===== src/rtl/sm_directory_pkg.sv =====
// sm_directory_pkg: shared encodings for the MSI home-node directory
package sm_directory_pkg;
  localparam logic [1:0] DIR_DI = 2'b00;
  localparam logic [1:0] DIR_DS = 2'b01;
  localparam logic [1:0] DIR_DM = 2'b10;
  localparam logic [1:0] REQ_NONE       = 2'b00;
  localparam logic [1:0] REQ_READ_MISS  = 2'b01;
  localparam logic [1:0] REQ_WRITE_MISS = 2'b10;
  localparam logic [1:0] REQ_WRITE_BACK = 2'b11;
  localparam logic [0:0] CTL_IDLE       = 1'b0;
  localparam logic [0:0] CTL_FETCH_WAIT = 1'b1;
endpackage


===== src/rtl/dir_onehot_enc.sv =====
// dir_onehot_enc: converts a one-hot vector to the index of its set bit
module dir_onehot_enc #(
  parameter int N = 2,
  parameter int W = 1
) (
  input  logic [N-1:0] onehot_i,
  output logic [W-1:0] index_o
);
  // OR together the indices of all set bits; exact for a one-hot input
  always_comb begin
    index_o = '0;
    for (int i = 0; i < N; i++)
      index_o = onehot_i[i] ? (index_o | W'(i)) : index_o;
  end
endmodule


===== src/rtl/sm_directory_multi.sv =====
// sm_directory_multi: MSI directory controller with owner fetch, invalidation and replies
module sm_directory_multi
  import sm_directory_pkg::*;
#(
  parameter  int NUM_PROCS  = 2,
  parameter  int NUM_BLOCKS = 4,
  localparam int PID_W      = $clog2(NUM_PROCS),
  localparam int BLK_W      = (NUM_BLOCKS > 1) ? $clog2(NUM_BLOCKS) : 1
) (
  input  logic                 clock,
  input  logic                 resetn,
  input  logic                 req_valid,
  output logic                 req_ready,
  input  logic [1:0]           req_type,
  input  logic [PID_W-1:0]     req_proc,
  input  logic [BLK_W-1:0]     req_block,
  output logic                 fetch,
  output logic [PID_W-1:0]     fetch_proc,
  input  logic                 fetch_done,
  output logic                 invalidate,
  output logic [NUM_PROCS-1:0] invalidate_mask,
  output logic                 data_value_reply,
  output logic [PID_W-1:0]     reply_proc,
  output logic                 protocol_err,
  output logic [NUM_PROCS-1:0] sharers,
  output logic [1:0]           current_state
);
  logic [1:0]           state_q [NUM_BLOCKS];
  logic [NUM_PROCS-1:0] shr_q   [NUM_BLOCKS];
  logic [0:0]           ctl_q, ctl_d;
  logic [PID_W-1:0]     pend_proc_q, pend_proc_d, fetch_proc_q, fetch_proc_d, reply_proc_q, reply_proc_d;
  logic [BLK_W-1:0]     pend_blk_q, pend_blk_d;
  logic                 pend_wr_q, pend_wr_d, fetch_q, fetch_d, inv_q, inv_d, reply_q, reply_d, err_q, err_d;
  logic [NUM_PROCS-1:0] inv_mask_q, inv_mask_d, sharers_q;
  logic [1:0]           cur_q;
  logic                 acc, blk_ok, proc_ok, upd;
  logic [BLK_W-1:0]     blk;
  logic [1:0]           st, upd_state;
  logic [NUM_PROCS-1:0] shr, p_vec, o_vec, pend_vec, upd_shr;
  logic [PID_W-1:0]     owner;
  assign req_ready        = ctl_q == CTL_IDLE;
  assign acc              = req_valid && req_ready && req_type != REQ_NONE;
  assign blk_ok           = {1'b0, req_block} < (BLK_W+1)'(NUM_BLOCKS);
  assign proc_ok          = {1'b0, req_proc} < (PID_W+1)'(NUM_PROCS);
  assign blk              = (ctl_q == CTL_FETCH_WAIT) ? pend_blk_q : (blk_ok ? req_block : '0);
  assign st               = state_q[blk];
  assign shr              = shr_q[blk];
  assign p_vec            = NUM_PROCS'(1) << req_proc;
  assign o_vec            = NUM_PROCS'(1) << owner;
  assign pend_vec         = NUM_PROCS'(1) << pend_proc_q;
  assign fetch            = fetch_q;
  assign fetch_proc       = fetch_proc_q;
  assign invalidate       = inv_q;
  assign invalidate_mask  = inv_mask_q;
  assign data_value_reply = reply_q;
  assign reply_proc       = reply_proc_q;
  assign protocol_err     = err_q;
  assign sharers          = sharers_q;
  assign current_state    = cur_q;
  dir_onehot_enc #(.N(NUM_PROCS), .W(PID_W)) u_enc (
    .onehot_i (shr),
    .index_o  (owner)
  );
  // Protocol decisions: complete a pending fetch, or act on a newly accepted request
  always_comb begin
    ctl_d        = ctl_q;
    pend_proc_d  = pend_proc_q;
    pend_blk_d   = pend_blk_q;
    pend_wr_d    = pend_wr_q;
    fetch_d      = fetch_q;
    fetch_proc_d = fetch_proc_q;
    reply_proc_d = reply_proc_q;
    inv_d        = 1'b0;
    inv_mask_d   = '0;
    reply_d      = 1'b0;
    err_d        = 1'b0;
    upd          = 1'b0;
    upd_state    = st;
    upd_shr      = shr;
    if (ctl_q == CTL_FETCH_WAIT) begin
      if (fetch_done) begin
        ctl_d        = CTL_IDLE;
        fetch_d      = 1'b0;
        reply_d      = 1'b1;
        reply_proc_d = pend_proc_q;
        upd          = 1'b1;
        upd_state    = pend_wr_q ? DIR_DM : DIR_DS;
        upd_shr      = pend_wr_q ? pend_vec : (o_vec | pend_vec);
      end
    end else if (acc) begin
      if (!blk_ok || !proc_ok) begin
        err_d = 1'b1;
      end else if (req_type == REQ_WRITE_BACK) begin
        upd       = st == DIR_DM && shr == p_vec;
        err_d     = !upd;
        upd_state = DIR_DI;
        upd_shr   = '0;
      end else if (st == DIR_DM) begin
        if (shr == p_vec) begin
          err_d = 1'b1;
        end else begin
          ctl_d        = CTL_FETCH_WAIT;
          fetch_d      = 1'b1;
          fetch_proc_d = owner;
          pend_proc_d  = req_proc;
          pend_blk_d   = blk;
          pend_wr_d    = req_type == REQ_WRITE_MISS;
          inv_d        = pend_wr_d;
          inv_mask_d   = pend_wr_d ? o_vec : '0;
        end
      end else begin
        reply_d      = 1'b1;
        reply_proc_d = req_proc;
        upd          = 1'b1;
        upd_state    = (req_type == REQ_READ_MISS) ? DIR_DS : DIR_DM;
        upd_shr      = (req_type == REQ_READ_MISS) ? (shr | p_vec) : p_vec;
        inv_mask_d   = (req_type == REQ_READ_MISS) ? '0 : (shr & ~p_vec);
        inv_d        = |inv_mask_d;
      end
    end
  end
  // Directory storage, controller state and registered responses
  always_ff @(posedge clock or negedge resetn) begin
    if (!resetn) begin
      for (int i = 0; i < NUM_BLOCKS; i++) begin
        state_q[i] <= DIR_DI;
        shr_q[i]   <= '0;
      end
      ctl_q        <= CTL_IDLE;
      pend_proc_q  <= '0;
      pend_blk_q   <= '0;
      pend_wr_q    <= 1'b0;
      fetch_q      <= 1'b0;
      fetch_proc_q <= '0;
      inv_q        <= 1'b0;
      inv_mask_q   <= '0;
      reply_q      <= 1'b0;
      reply_proc_q <= '0;
      err_q        <= 1'b0;
      sharers_q    <= '0;
      cur_q        <= DIR_DI;
    end else begin
      ctl_q        <= ctl_d;
      pend_proc_q  <= pend_proc_d;
      pend_blk_q   <= pend_blk_d;
      pend_wr_q    <= pend_wr_d;
      fetch_q      <= fetch_d;
      fetch_proc_q <= fetch_proc_d;
      inv_q        <= inv_d;
      inv_mask_q   <= inv_mask_d;
      reply_q      <= reply_d;
      reply_proc_q <= reply_proc_d;
      err_q        <= err_d;
      if (upd) begin
        state_q[blk] <= upd_state;
        shr_q[blk]   <= upd_shr;
        sharers_q    <= upd_shr;
        cur_q        <= upd_state;
      end
    end
  end
endmodule

===== config.mk =====
export PLATFORM = sky130hd
export DESIGN_NAME = sm_directory_multi
export DESIGN_NICKNAME = d
export VERILOG_FILES = /design/src/rtl/sm_directory_pkg.sv /design/src/rtl/dir_onehot_enc.sv /design/src/rtl/sm_directory_multi.sv
export SDC_FILE = /design/constraint.sdc
export NUM_CORES = 1
export LEC_CHECK = 0
export ABC_CLOCK_PERIOD_IN_PS = 7900
export CAP_MARGIN = 25
export CORE_UTILIZATION = 40
export DETAILED_ROUTE_END_ITERATION = 7
export GPL_ROUTABILITY_DRIVEN = 0
export PLACE_DENSITY = 0.7
export SLEW_MARGIN = 30
export SYNTH_ARGS = -nofsm -noshare
export SYNTH_HDL_FRONTEND = slang
export SYNTH_SLANG_ARGS = --single-unit

===== constraint.sdc =====
create_clock -name clock -period 7.9 [get_ports clock]
set_input_delay 1.58 -clock clock [delete_from_list [all_inputs] [get_ports clock]]
set_output_delay 1.58 -clock clock [all_outputs]
set_load 0.01 [all_outputs]

# Yosys cells after proc, flatten, opt, wreduce, memory -nomap -nowiden
# Cells that the tools add are included.
# classes
n_reduce_logical	12
shifts	3
n_eq_ne	9
magnitude_cmp	2
n_bitwise	8
muxes	68
# ops
cell	n
$mux W2	27
$mux W1	36
$bwmux W8	2
$reduce_and A5 Y1	2
$bmux W2 S2	2
$ne A2 B2 Y1 const B	4
$eq A2 B2 Y1 const B	3
$reduce_bool A2 Y1	3
$shl A1 B1 Y2 const A	3
$demux W2 S2	1
$logic_and A1 B1 Y1	4
$or A2 B2 Y2	2
$reduce_and A4 Y1	1
$ge A3 B3 Y1 const B	1
$lt A3 B1 Y1 const B	1
$not A1 Y1	3
$not A2 Y3	1
$and A2 B2 Y2	1
$eq A2 B1 Y1 const B	1
$eq A2 B2 Y1	1
$not A2 Y2	1
$reduce_or A2 Y1	1
$logic_not A1 Y1	1
# word_totals
in_bits	9
register_bits	33
word_cells	123
out_inout_bits	13

# Logic depth before layout (Yosys ltp)
# Gate-level depths: netlist (run 1).
# depth
ltp_word	13
mapped_depth	12
ltp_nobuf	10

# Cells and area by module
# A second synthesis (run 1) with hierarchy kept.
# hier_totals
hier_cells	161
hier_area_um2	1840.5
# modules_own_cells
mod	n_inst	seq_area_each_um2	cells_per_inst	area_each_um2
sm_directory_multi	1	825.8	160	1833.0
dir_onehot_enc	1	0.0	1	7.5

# Least setup slack after synthesis (run 1)
# No wires, ideal clock.
# synth_path
path_kind	input to register
from	input req_block[0]
to	register shr_q[0] (netlist bit)
setup_slack_ns	3.953
path_stages	9
n_path_buf	0
t_required_ns	7.775
setup_ns	0.125
t_arrival_ns	3.823
cell_sequence	mux2i_4 -> mux4_2 -> ha_1 -> and3_1 -> nand3_1 -> mux2i_1 -> o21ai_0 -> nor2_1 -> mux2_2
# synth_via
elab_chain_len	12
elab_cells_between_ends	32
cone_classes	order compare (2); eq/ne (2); shift (1); mux (22); bitwise (3); reduce/logical (2)
# synth_rtl
item	line_no	source
start: declaration	sm_directory_multi.sv:16	input logic [BLK_W-1:0] req_block,
$mux W2 (*)	sm_directory_multi.sv:45	assign blk = (ctl_q == CTL_FETCH_WAIT) ? pend_blk_q : (blk_ok ? req_block : '0);
$not A2 Y3 (implied by the code) (*)	sm_directory_multi.sv:46, sm_directory_multi.sv:47, sm_directory_multi.sv:156	
$bmux W2 S2	sm_directory_multi.sv:47	assign shr = shr_q[blk];
$mux W2 (implied by the code) (2 in a row)	sm_directory_multi.sv:47	
$or A2 B2 Y2 or $mux W1 (tied branches)	sm_directory_multi.sv:116, dir_onehot_enc.sv:13	
$mux W2 or $shl A1 B1 Y2 (tied branches)	sm_directory_multi.sv:116, sm_directory_multi.sv:49	
$mux W2 or $or A2 B2 Y2 (tied branches)	sm_directory_multi.sv:98, sm_directory_multi.sv:88	
$mux W2 (on tied branches)	sm_directory_multi.sv:93, sm_directory_multi.sv:88	
$mux W2 (on tied branches)	sm_directory_multi.sv:90, sm_directory_multi.sv:81	
$mux W2	sm_directory_multi.sv:80	if (ctl_q == CTL_FETCH_WAIT) begin
$bwmux W8	sm_directory_multi.sv:156	shr_q[blk] <= upd_shr;
end signal: indexed assignment	sm_directory_multi.sv:156	
end: declaration	sm_directory_multi.sv:29	logic [NUM_PROCS-1:0] shr_q [NUM_BLOCKS];
# Every way passes the cells marked *; elsewhere a longest branch is shown, timed or not. The select of a mux whose other input is x is not followed.
# A chain may end at the register's enable or synchronous reset.

# Worst setup path after layout (run 1)
# layout_path
from	input req_block[0]
to	register shr_q[4] (netlist bit)
# Same word-level chain as after synthesis.

==> metrics.md, run 1 <==
| Metric | Value |
|---|---|
| Status | completed |
| Die area | 4900 um2 |
| Largest net degree at the start of global routing | 34 |
| Fin crit period | 4.48 ns |
| Synth cell types | 40 |
| Mapped Cells | 161 |
| Main flop type after synthesis | dfrtp_1 |
| Area delta synth->final | 18.7% |
| EDFF count, synth | 0 |
| Slowest cell on crit path | mux4_2 |
| Startpoint types | primary input |
| Die span in x | 70.0 um |
| Post-cts sizing count | 0 |
| Area leader, netlist | dfrtp_1 |
| Final hold vios | 0 |
| CTS Root Cell | clkbuf_8 |
| Max-Cap Viols | 0 |
| Unrepaired setup endpoints after global routing | false |
| Post-DP HPWL | 2880 um |
| Setup CP Type | primary input to register |
| Worst slack at placement | 3.16 ns |
| Worst-path clk slew | 0.06 ns |
| Via count | 1343 |
| Ports | 22 |
| Post-synth top area share | 44.7% |
| Routed len/inst | 16.0 um |
| Placed cell area | 2110 um2 |
| 1st-pass router iterations | 4 |
| Largest cells by area after synthesis | dfrtp_1 45%, mux2_2 14%, mux2i_1 4.3% |
| Synth Warn # | 0 |
| Final cell count without fillers | 240 |
| Critical path required time | 8.06 ns |
| Hold_buf cts | 0 |
| H-Tree Depth | 2 |
| Die Span Y | 70.0 um |
| ANT nets after route | 0 |
| Fin area | 2200 um2 |
| Worst Setup Slack, final | 3.42 ns |
| Worst clock skew | 0.00249 ns |
| Period utilisation layout | 56.7% |
| FMAX | 223 MHz |
| Clock Tree Buf Depth | 2 |
| Total Routing Usage GR | 17.8% |
| Sequential cell area | 826 um2 |
| CP max stage delay | 0.65 ns |
| HP Class | register to register |
| Worst Tran Pin Value | 0.636 ns |
| Share of layout cells above drive strength 1 | 22.9% |
| Number of global-route vias before repair | 1377 |
| # clock sinks | 33 |
| Clk_lat worst skew | 0.28 ns |
| Worst reg2reg setup slack | 4.45 ns |
| Chain of cells forming the critical path | clkdlybuf4s50_1 -> mux2i_4 -> mux4_2 -> ha_1 -> and3_1 -> nand3_1 -> mux2i_1 -> o21ai_0 -> nor2_1 -> mux2_2 |
| Leak | 0.959 nW |
| Async set-or-reset flop fraction in the synthesized netlist | 100% |
| Drt first-iter violations | 125 |
| TritonCTS buffer count | 5 |
| GR Overflow Total | 0 |
| Syn_nets | 172 |
| Vias/cell | 5.60 |
| Post-route DRC | 0 |
| Delay-heaviest family, CP | multiplexers |
| Worst-path maximum fanout | 9 |
| CP Capture Type | register |
| # fillers | 387 |
| Synthesized flop and latch total | 33 |
| Post-CTS Repair Setup Buffers | 0 |
| Slew Limit Headroom | 57.1% |
| Inst Count DP | 233 |
| Global-route wire length before repair | 6780 um |
| Area of the multi-input gates | 990 um2 |
| Buf/Inv on CP | 1 |
| Synth Cell Area | 1850 um2 |
| Port buffer count | 21 |
| Core Area | 4380 um2 |
| Post-synth top cells | 33 x dfrtp_1, 23 x mux2_2, 20 x nand2_1 |
| Sequential area share after synthesis | 44.7% |
| CTS tree | built |
| Top-count cell post-synth | dfrtp_1 |
| Post-Route WL | 3850 um |
| Antenna violations before repair | 0 |
| CP arrival | 4.64 ns |
| Antenna cells | 0 |
| Initial Utilization | 42.2% |
| TNS Setup | 0 ns |
| PwrDens | 323 nW/um2 |
| Mean Syn Cell Area | 11.5 um2 |
| Final setup viols | 0 |
| Worst IR Drop VDD | 0.147 mV |
| Core Rows | 24 |
| Final-stage net count | 199 |
| Slew Viols, Final | 0 |
==> area by class of cell <==
type / count / share of cell area, %
Tap cell: 52 / 2.96
Clock buffer: 7 / 3.93
Multi-Input combinational cell: 123 / 45.1
Inverter: 3 / 0.513
Timing Repair Buffer: 22 / 9.91
Sequential cell: 33 / 37.6
==> stage by stage <==
stage	hold WS [ns]	util, %	total power, mW
3_5_place_dp	0.468	48.1	0.584
2_1_floorplan	0.453	-	0.480
5_1_grt	0.529	50.1	0.757
4_1_cts	0.484	50.1	0.711
6_report	0.482	50.1	0.708
3_3_place_gp	0.468	48.1	0.573
==> flip-flops by register name, indices dropped and copies added (netlist names), 2 cells and up <==
register         flops
shr_q                8
state_q              8
current_state        2
invalidate_mask      2
pend_blk_q           2
sharers              2
==> placed cells by master, fill, tap and decap left out, types with 3 or more instances in the layout <==
cell,count
nor2b_1,3
inv_1,3
nand2_1,20
mux2_2,23
nor2_1,9
clkdlybuf4s50_1,21
dfrtp_1,33
mux2i_4,3
mux2i_1,8
clkbuf_8,6
nor3_1,3
o21ai_0,10
nand2b_1,7
==> kinds of logic after synthesis <==
family,count (synthesis),synth area share (%)
AO/OA/AOI/OAI,28,10.4
XOR/XNOR,1,0.474
adder cells (fa/ha/maj),2,1.35
buffers and inverters,5,1.83
flip-flops,33,44.7
multiplexers,40,27.3
AND/OR/NAND/NOR,52,14.0
==> layer usage <==
layer  track usage [%]  vias to the layer above  share of wire [%]  wire length (um)
li1                  -                      639                  -                 -
met1              23.3                      653                 45              1730
met2              29.0                       44                 47              1820
met3              4.62                        7                6.2               239
met4              5.33                        0                1.4                55
met5                 0                        -                  0                 0
==> final timing paths <==
check / from / endpoint / depth (start not counted)
worst max-delay path: req_block[0] / shr_q[4] / 10
worst min-delay path: fetch / fetch / 2
worst max register to register: ctl_q / shr_q[4] / 9
worst min register to register: fetch / fetch / 2
max in group asynchronous: resetn / invalidate / 2
min in group asynchronous: resetn / fetch_proc / 2
==> report_power, final <==
group | internal (mW) | leakage (nW) | total [mW] | switching, mW
registers | 0.235 | 0.432 | 0.282 | 0.0472
clock network | 0.0690 | 0.0443 | 0.125 | 0.0562
logic | 0.155 | 0.482 | 0.301 | 0.147
total | 0.458 | 0.959 | 0.708 | 0.250
==> worst register-to-register path, delay by kind of cell (launching register included) <==
family | cells | cell delay [ns]
multiplexers | 4 | 1.72
flip-flops | 1 | 0.59
AND/OR/NAND/NOR | 3 | 0.56
adder cells (fa/ha/maj) | 1 | 0.34
AO/OA/AOI/OAI | 1 | 0.13
No activity file was read; power rests on OpenSTA's default activity.
==> run 2: changes to the inputs <==
--- a/config.mk
+++ b/config.mk
@@ -5,7 +5,7 @@
 export SDC_FILE = /design/constraint.sdc
 export NUM_CORES = 1
 export LEC_CHECK = 0
-export ABC_CLOCK_PERIOD_IN_PS = 7900
+export ABC_CLOCK_PERIOD_IN_PS = 4200
 export CAP_MARGIN = 25
 export CORE_UTILIZATION = 40
 export DETAILED_ROUTE_END_ITERATION = 7
==> constraint.sdc (replaced) <==
create_clock -name clock -period 4.2 [get_ports clock]
set_input_delay 0.84 -clock clock [delete_from_list [all_inputs] [get_ports clock]]
set_output_delay 0.84 -clock clock [all_outputs]
set_load 0.01 [all_outputs]
==> run 2 against run 1 <==
Compared with the run above:
- clock skew rose by 0.0030 ns
- non-clock buffer count grew 2
- clock power up 110%
- final cell count up 1.3%
- core utilization up 0.68 points
- hold slack improved by 0.0076 ns
- die area unchanged
- sequential power rose by 87%
- register-to-register slack worse by 3.5 ns
- via count increased by 1.3%
- final area rose by 1.4%
==> metrics.md, run 2 (synthesis gave the netlist of run 1 again) <==
| Metric | Value |
|---|---|
| TritonCTS buffer count | 5 (unchanged) |
| Sequential share of power | 39.1% (was 39.8%) |
| Core Rows | 24 (unchanged) |
| Critical Path Source | req_block[1] (was req_block[0]) |
| Number of global-route vias before repair | 1345 (was 1377) |
| Max-Cap Viols | 0 (unchanged) |
| CTS Root Cell | clkbuf_8 (unchanged) |
| # clock sinks | 33 (unchanged) |
| CP arrival | 3.67 ns (was 4.64 ns) |
| Unrepaired setup endpoints after global routing | false (unchanged) |
| HP Class | register to register (unchanged) |
| Critical path required time | 4.37 ns (was 8.06 ns) |
| Clock Tree Buf Depth | 2 (unchanged) |
| Drt first-iter violations | 120 (was 125) |
| Post-CTS Repair Setup Buffers | 0 (unchanged) |
| Slew Limit Headroom | 61.2% (was 57.1%) |
| Vias/cell | 5.60 (about the same) |
| Antenna cells | 0 (unchanged) |
| 1st-pass router iterations | 4 (unchanged) |
| Worst reg2reg setup slack | 0.93 ns (was 4.45 ns) |
| TNS Setup | 0 ns (unchanged) |
| Slew Viols, Final | 0 (unchanged) |
| Top Registers | shr_q (8), state_q (8) (unchanged) |
| GR Util met1 | 23.3% (unchanged) |
| Final setup viols | 0 (unchanged) |
| Min-delay src | shr_q[3] (was fetch) |
| Worst hold slack | 0.490 ns (was 0.482 ns) |
| Antenna violations before repair | 0 (unchanged) |
| Status | completed (unchanged) |
| Reg2Reg Depth | 11 (was 9) |
| Most common cell after layout, fill and taps aside | dfrtp_1 (unchanged) |
| ANT nets after route | 0 (unchanged) |
| Startpoint types | primary input (unchanged) |
| Fin crit period | 3.50 ns |
| Port buffer count | 21 (unchanged) |
| Placed cell area | 2120 um2 (was 2110 um2) |
| Commonest non-fill, non-tap cells in the layout | 33 x dfrtp_1, 23 x mux2_2, 21 x clkdlybuf4s50_1, 20 x nand2_1, 10 x o21ai_0 (unchanged) |
| Worst r2r src | ctl_q (unchanged) |
| Psw | 0.469 mW (was 0.250 mW) |
| Routed len/inst | 15.9 um (was 16.0 um) |
| Cell Int Power | 0.883 mW (was 0.458 mW) |
| Post-DP HPWL | 2870 um (was 2880 um) |
| Grt met3 use | 5.34% (was 4.62%) |
| Hold_buf cts | 0 (unchanged) |
| Share of layout cells above drive strength 1 | 24.6% (was 22.9%) |
| Worst Tran Pin Value | 0.576 ns (was 0.636 ns) |
| Core Area | 4380 um2 (unchanged) |
| CTS tree | built (unchanged) |
| Switching power share of the total | 34.7% (was 35.3%) |
| FMAX | 286 MHz |
| Global-route wire length before repair | 6710 um (was 6780 um) |
| Worst-path clk slew | 0.07 ns (was 0.06 ns) |
| PwrDens | 608 nW/um2 (was 323 nW/um2) |
| Die area | 4900 um2 (unchanged) |
| # fillers | 389 (was 387) |
| Post-cts sizing count | 0 (unchanged) |
| Period utilisation layout | 83.4% |
| Via count | 1360 (was 1343) |
| Total Routing Usage GR | 17.7% (was 17.8%) |
| Die span in x | 70.0 um (unchanged) |
| Setup CP Type | primary input to register (unchanged) |
| Clk_lat worst skew | 0.28 ns (about the same) |
| Worst Setup EP | state_q[0] (was shr_q[4]) |
| Area delta synth->final | 20.4% (was 18.7%) |
| Clk pwr share | 19.2% (was 17.7%) |
| Worst IR Drop VDD | 0.302 mV (was 0.147 mV) |
| H-Tree Depth | 2 (unchanged) |
| Post-Route WL | 3860 um (was 3850 um) |
| GR Layer Usage met2 | 27.9% (was 29.0%) |
| Reg-to-reg critical path endpoint | state_q[0] (was shr_q[4]) |
| Worst clock skew | 0.00547 ns (was 0.00249 ns) |
| Post-route DRC | 0 (unchanged) |
| Final hold vios | 0 (unchanged) |
| Ports | 22 (unchanged) |
| Die Span Y | 70.0 um (unchanged) |
| Power, Total | 1.35 mW (was 0.708 mW) |
| Final-stage net count | 201 (was 199) |
| Leak | 0.979 nW (was 0.959 nW) |
| GR Overflow Total | 0 (unchanged) |
| Combinational share of power | 41.7% (was 42.5%) |
| Fin area | 2230 um2 (was 2200 um2) |
| CP Capture Type | register (unchanged) |
| Largest net degree at the start of global routing | 34 (unchanged) |
| Worst-path maximum fanout | 11 (was 9) |
| Most crowded layer after global routing | met2 (unchanged) |
| Initial Utilization | 42.2% (unchanged) |
-- run 2: cell types whose count changed in the layout (fill, tap and decap cells not counted), sizes merged --
cell    previous run  this run
buf                1         3
clkinv             0         1
-- run 2: area by class of cell --
class | count | area, um2 | share of cell area, %
inverter | 3 | 11.3 | 0.506
tap | 52 | 65.1 | 2.92
clock inverter | 1 | 5.00 | 0.225
clock buffer | 7 | 96.3 | 4.33
sequential | 33 | 826 | 37.1
timing repair buffer | 24 | 233 | 10.5
multi-input combinational | 123 | 990 | 44.5
-- run 2: power by group through the flow --
stage / Combinational (mW) / Clock, mW / Sequential, mW
global route: 0.615 / 0.288 / 0.545
finish: 0.564 / 0.260 / 0.528
global placement: 0.556 / 0 / 0.525
detailed placement: 0.566 / 0 / 0.533
floorplan: 0.384 / 0 / 0.519
CTS: 0.569 / 0.269 / 0.529
-- run 2: metrics by stage --
step	instances	utilization [%]	worst slack (ns)
4_1_cts	243	50.8	0.705
5_1_grt	243	50.8	0.471
6_report	243	50.8	0.699
3_5_place_dp	235	48.5	0.403
2_1_floorplan	161	-	0.993
3_3_place_gp	235	48.5	0.446
-- run 2: worst min-delay path by stage --
| stage | depth (start not counted) | to |
|---|---|---|
| floorplan | 1 | shr_q[7] |
| global placement | 1 | shr_q[7] |
| detailed placement | 2 | fetch |
| CTS | 1 | shr_q[7] |
| global route | 1 | shr_q[7] |
| finish | 1 | shr_q[3] |
-- run 2: critical path: stages --
cell             delay [ns]
clkdlybuf4s50_1        0.43
mux2i_4                0.22
buf_4                  0.25
mux2i_1                0.20
mux2i_1                0.14
ha_1                   0.32
and3_1                 0.16
nand3_1                0.13
mux2i_1                0.17
o21ai_0                0.12
nor2_1                 0.30
mux2_2                 0.38
-- run 2: metal layers --
metal | share of wire (%) | vias up
li1 | - | 647
met1 | 46 | 656
met2 | 46 | 46
met3 | 6.3 | 11
met4 | 1.7 | 0
met5 | 0 | -
==> run 3: changes to the inputs <==
--- a/config.mk
+++ b/config.mk
@@ -5,7 +5,7 @@
 export SDC_FILE = /design/constraint.sdc
 export NUM_CORES = 1
 export LEC_CHECK = 0
-export ABC_CLOCK_PERIOD_IN_PS = 4200
+export ABC_CLOCK_PERIOD_IN_PS = 3700
 export CAP_MARGIN = 25
 export CORE_UTILIZATION = 40
 export DETAILED_ROUTE_END_ITERATION = 7
==> constraint.sdc (replaced) <==
create_clock -name clock -period 3.7 [get_ports clock]
set_input_delay 0.74 -clock clock [delete_from_list [all_inputs] [get_ports clock]]
set_output_delay 0.74 -clock clock [all_outputs]
set_load 0.01 [all_outputs]
==> run 3 against run 2 <==
Compared with the run above:
- core utilization down 0.26 points
- non-clock buffer count up 1
- wire length up 8.2%
- sequential share of layout area up 0.19 points
- largest power group unchanged
==> metrics.md, run 3 (synthesis gave the netlist of run 1 again) <==
| Metric | Value |
|---|---|
| Share of layout cells above drive strength 1 | 24.5% (was 24.6%) |
| Routed len/inst | 17.1 um (was 15.9 um) |
| CP arrival | 3.46 ns (was 3.67 ns) |
| Via count | 1353 (was 1360) |
| HP Class | register to register (unchanged) |
| Final-stage net count | 202 (was 201) |
| Area delta synth->final | 19.8% (was 20.4%) |
| CTS tree | built (unchanged) |
| Critical path required time | 3.88 ns (was 4.37 ns) |
| Worst hold slack | 0.490 ns (about the same) |
| 1st-pass router iterations | 5 (was 4) |
| Final hold vios | 0 (unchanged) |
| Post-CTS Repair Setup Buffers | 0 (unchanged) |
| Worst-path clk slew | 0.07 ns (about the same) |
| Commonest non-fill, non-tap cells in the layout | 33 x dfrtp_1, 23 x mux2_2, 21 x clkdlybuf4s50_1, 20 x nand2_1, 10 x o21ai_0 (unchanged) |
| Total Routing Usage GR | 18.6% (was 17.7%) |
| Slew Viols, Final | 0 (unchanged) |
| Number of global-route vias before repair | 1418 (was 1345) |
| Slew Limit Headroom | 57.9% (was 61.2%) |
| PwrDens | 690 nW/um2 (was 608 nW/um2) |
| Startpoint types | primary input (unchanged) |
| Drt first-iter violations | 85 (was 120) |
| TNS Setup | 0 ns (unchanged) |
| Fin area | 2210 um2 (was 2230 um2) |
| Post-DP HPWL | 3140 um (was 2870 um) |
| Die area | 4900 um2 (unchanged) |
| Port buffer count | 21 (unchanged) |
| Status | completed (unchanged) |
| Vias/cell | 5.55 (was 5.60) |
| Worst-path maximum fanout | 4 (was 11) |
| Final setup viols | 0 (unchanged) |
| Fin crit period | 3.28 ns |
| Combinational share of power | 43.7% (was 41.7%) |
| Post-cts sizing count | 0 (unchanged) |
| Worst reg2reg setup slack | 0.58 ns (was 0.93 ns) |
| Post-route DRC | 0 (unchanged) |
| Worst clock skew | 0.00482 ns (was 0.00547 ns) |
| Global-route wire length before repair | 6970 um (was 6710 um) |
| Psw | 0.555 mW (was 0.469 mW) |
| Largest net degree at the start of global routing | 34 (unchanged) |
| Period utilisation layout | 88.7% |
| Initial Utilization | 42.2% (unchanged) |
| Most common cell after layout, fill and taps aside | dfrtp_1 (unchanged) |
| Cell Int Power | 0.972 mW (was 0.883 mW) |
| Clk pwr share | 17.2% (was 19.2%) |
| Antenna violations before repair | 0 (unchanged) |
| Die span in x | 70.0 um (unchanged) |
| Worst Tran Pin Value | 0.625 ns (was 0.576 ns) |
| Switching power share of the total | 36.3% (was 34.7%) |
| Placed cell area | 2130 um2 (was 2120 um2) |
| H-Tree Depth | 2 (unchanged) |
| Top Registers | shr_q (8), state_q (8) (unchanged) |
| Core Rows | 24 (unchanged) |
| Core Area | 4380 um2 (unchanged) |
| Sequential share of power | 39.1% (about the same) |
| Hold_buf cts | 0 (unchanged) |
| Leak | 0.975 nW (was 0.979 nW) |
| ANT nets after route | 0 (unchanged) |
| CP Capture Type | register (unchanged) |
| Ports | 22 (unchanged) |
| # clock sinks | 33 (unchanged) |
| FMAX | 305 MHz |
| TritonCTS buffer count | 5 (unchanged) |
| Post-Route WL | 4170 um (was 3860 um) |
| Antenna cells | 0 (unchanged) |
| Clk_lat worst skew | 0.29 ns (was 0.28 ns) |
| Setup CP Type | primary input to register (unchanged) |
| Clock Tree Buf Depth | 2 (unchanged) |
| Max-Cap Viols | 0 (unchanged) |
| Unrepaired setup endpoints after global routing | false (unchanged) |
| GR Overflow Total | 0 (unchanged) |
| Worst IR Drop VDD | 0.313 mV (was 0.302 mV) |
| CTS Root Cell | clkbuf_8 (unchanged) |
| Die Span Y | 70.0 um (unchanged) |
-- run 3: cell types whose count changed in the layout (fill, tap and decap cells not counted), sizes merged --
cell	change
buf	+1
clkinv	+1
clkbuf	-1
-- run 3: power by group through the flow --
stage | sequential (mW) | combinational (mW) | clock (mW)
2_1_floorplan | 0.590 | 0.436 | 0
3_3_place_gp | 0.597 | 0.641 | 0
3_5_place_dp | 0.605 | 0.665 | 0
4_1_cts | 0.598 | 0.668 | 0.268
5_1_grt | 0.614 | 0.728 | 0.285
6_report | 0.597 | 0.667 | 0.263
-- run 3: final timing paths --
kind	start	end	depth (start not counted)
min in group asynchronous	resetn	fetch_proc	2
setup / recovery	req_block[0]	state_q[4]	10
hold reg to reg	fetch	fetch	2
setup reg to reg	ctl_q	state_q[4]	9
max in group asynchronous	resetn	state_q[7]	2
hold / removal	fetch	fetch	2
-- run 3: layout make-up --
| cell class | count | area (um2) |
|---|---|---|
| Clock buffer | 6 | 72.6 |
| Tap cell | 52 | 65.1 |
| Timing Repair Buffer | 25 | 240 |
| Sequential cell | 33 | 826 |
| Clock inverter | 2 | 10.0 |
| Multi-Input combinational cell | 123 | 990 |
| Inverter | 3 | 11.3 |
| Fill cell | 409 | 2170 |
-- run 3: metrics by stage --
step           instances  worst slack (ns)  utilization [%]  total power [mW]
5_1_grt              244             0.246             50.5              1.63
6_report             244             0.418             50.5              1.53
4_1_cts              244             0.405             50.5              1.53
2_1_floorplan        161             0.593                -              1.03
3_5_place_dp         236             0.108             48.6              1.27
3_3_place_gp         236             0.167             48.6              1.24
-- run 3: per-layer routing --
| layer | up-vias | track usage [%] | share of wire (%) |
|---|---|---|---|
| met4 | 0 | 5.56 | 1.6 |
| li1 | 647 | - | - |
| met5 | - | 0 | 0 |
| met3 | 7 | 6.49 | 5.5 |
| met1 | 658 | 23.8 | 46 |
| met2 | 41 | 29.6 | 47 |
-- run 3: critical path, stage by stage --
cell	delay (ns)
clkdlybuf4s50_1	0.45
mux2i_4	0.18
mux4_2	0.54
ha_1	0.30
and3_1	0.14
nand3_1	0.13
mux2i_1	0.17
o21ai_0	0.12
nor2_1	0.29
mux2_2	0.38
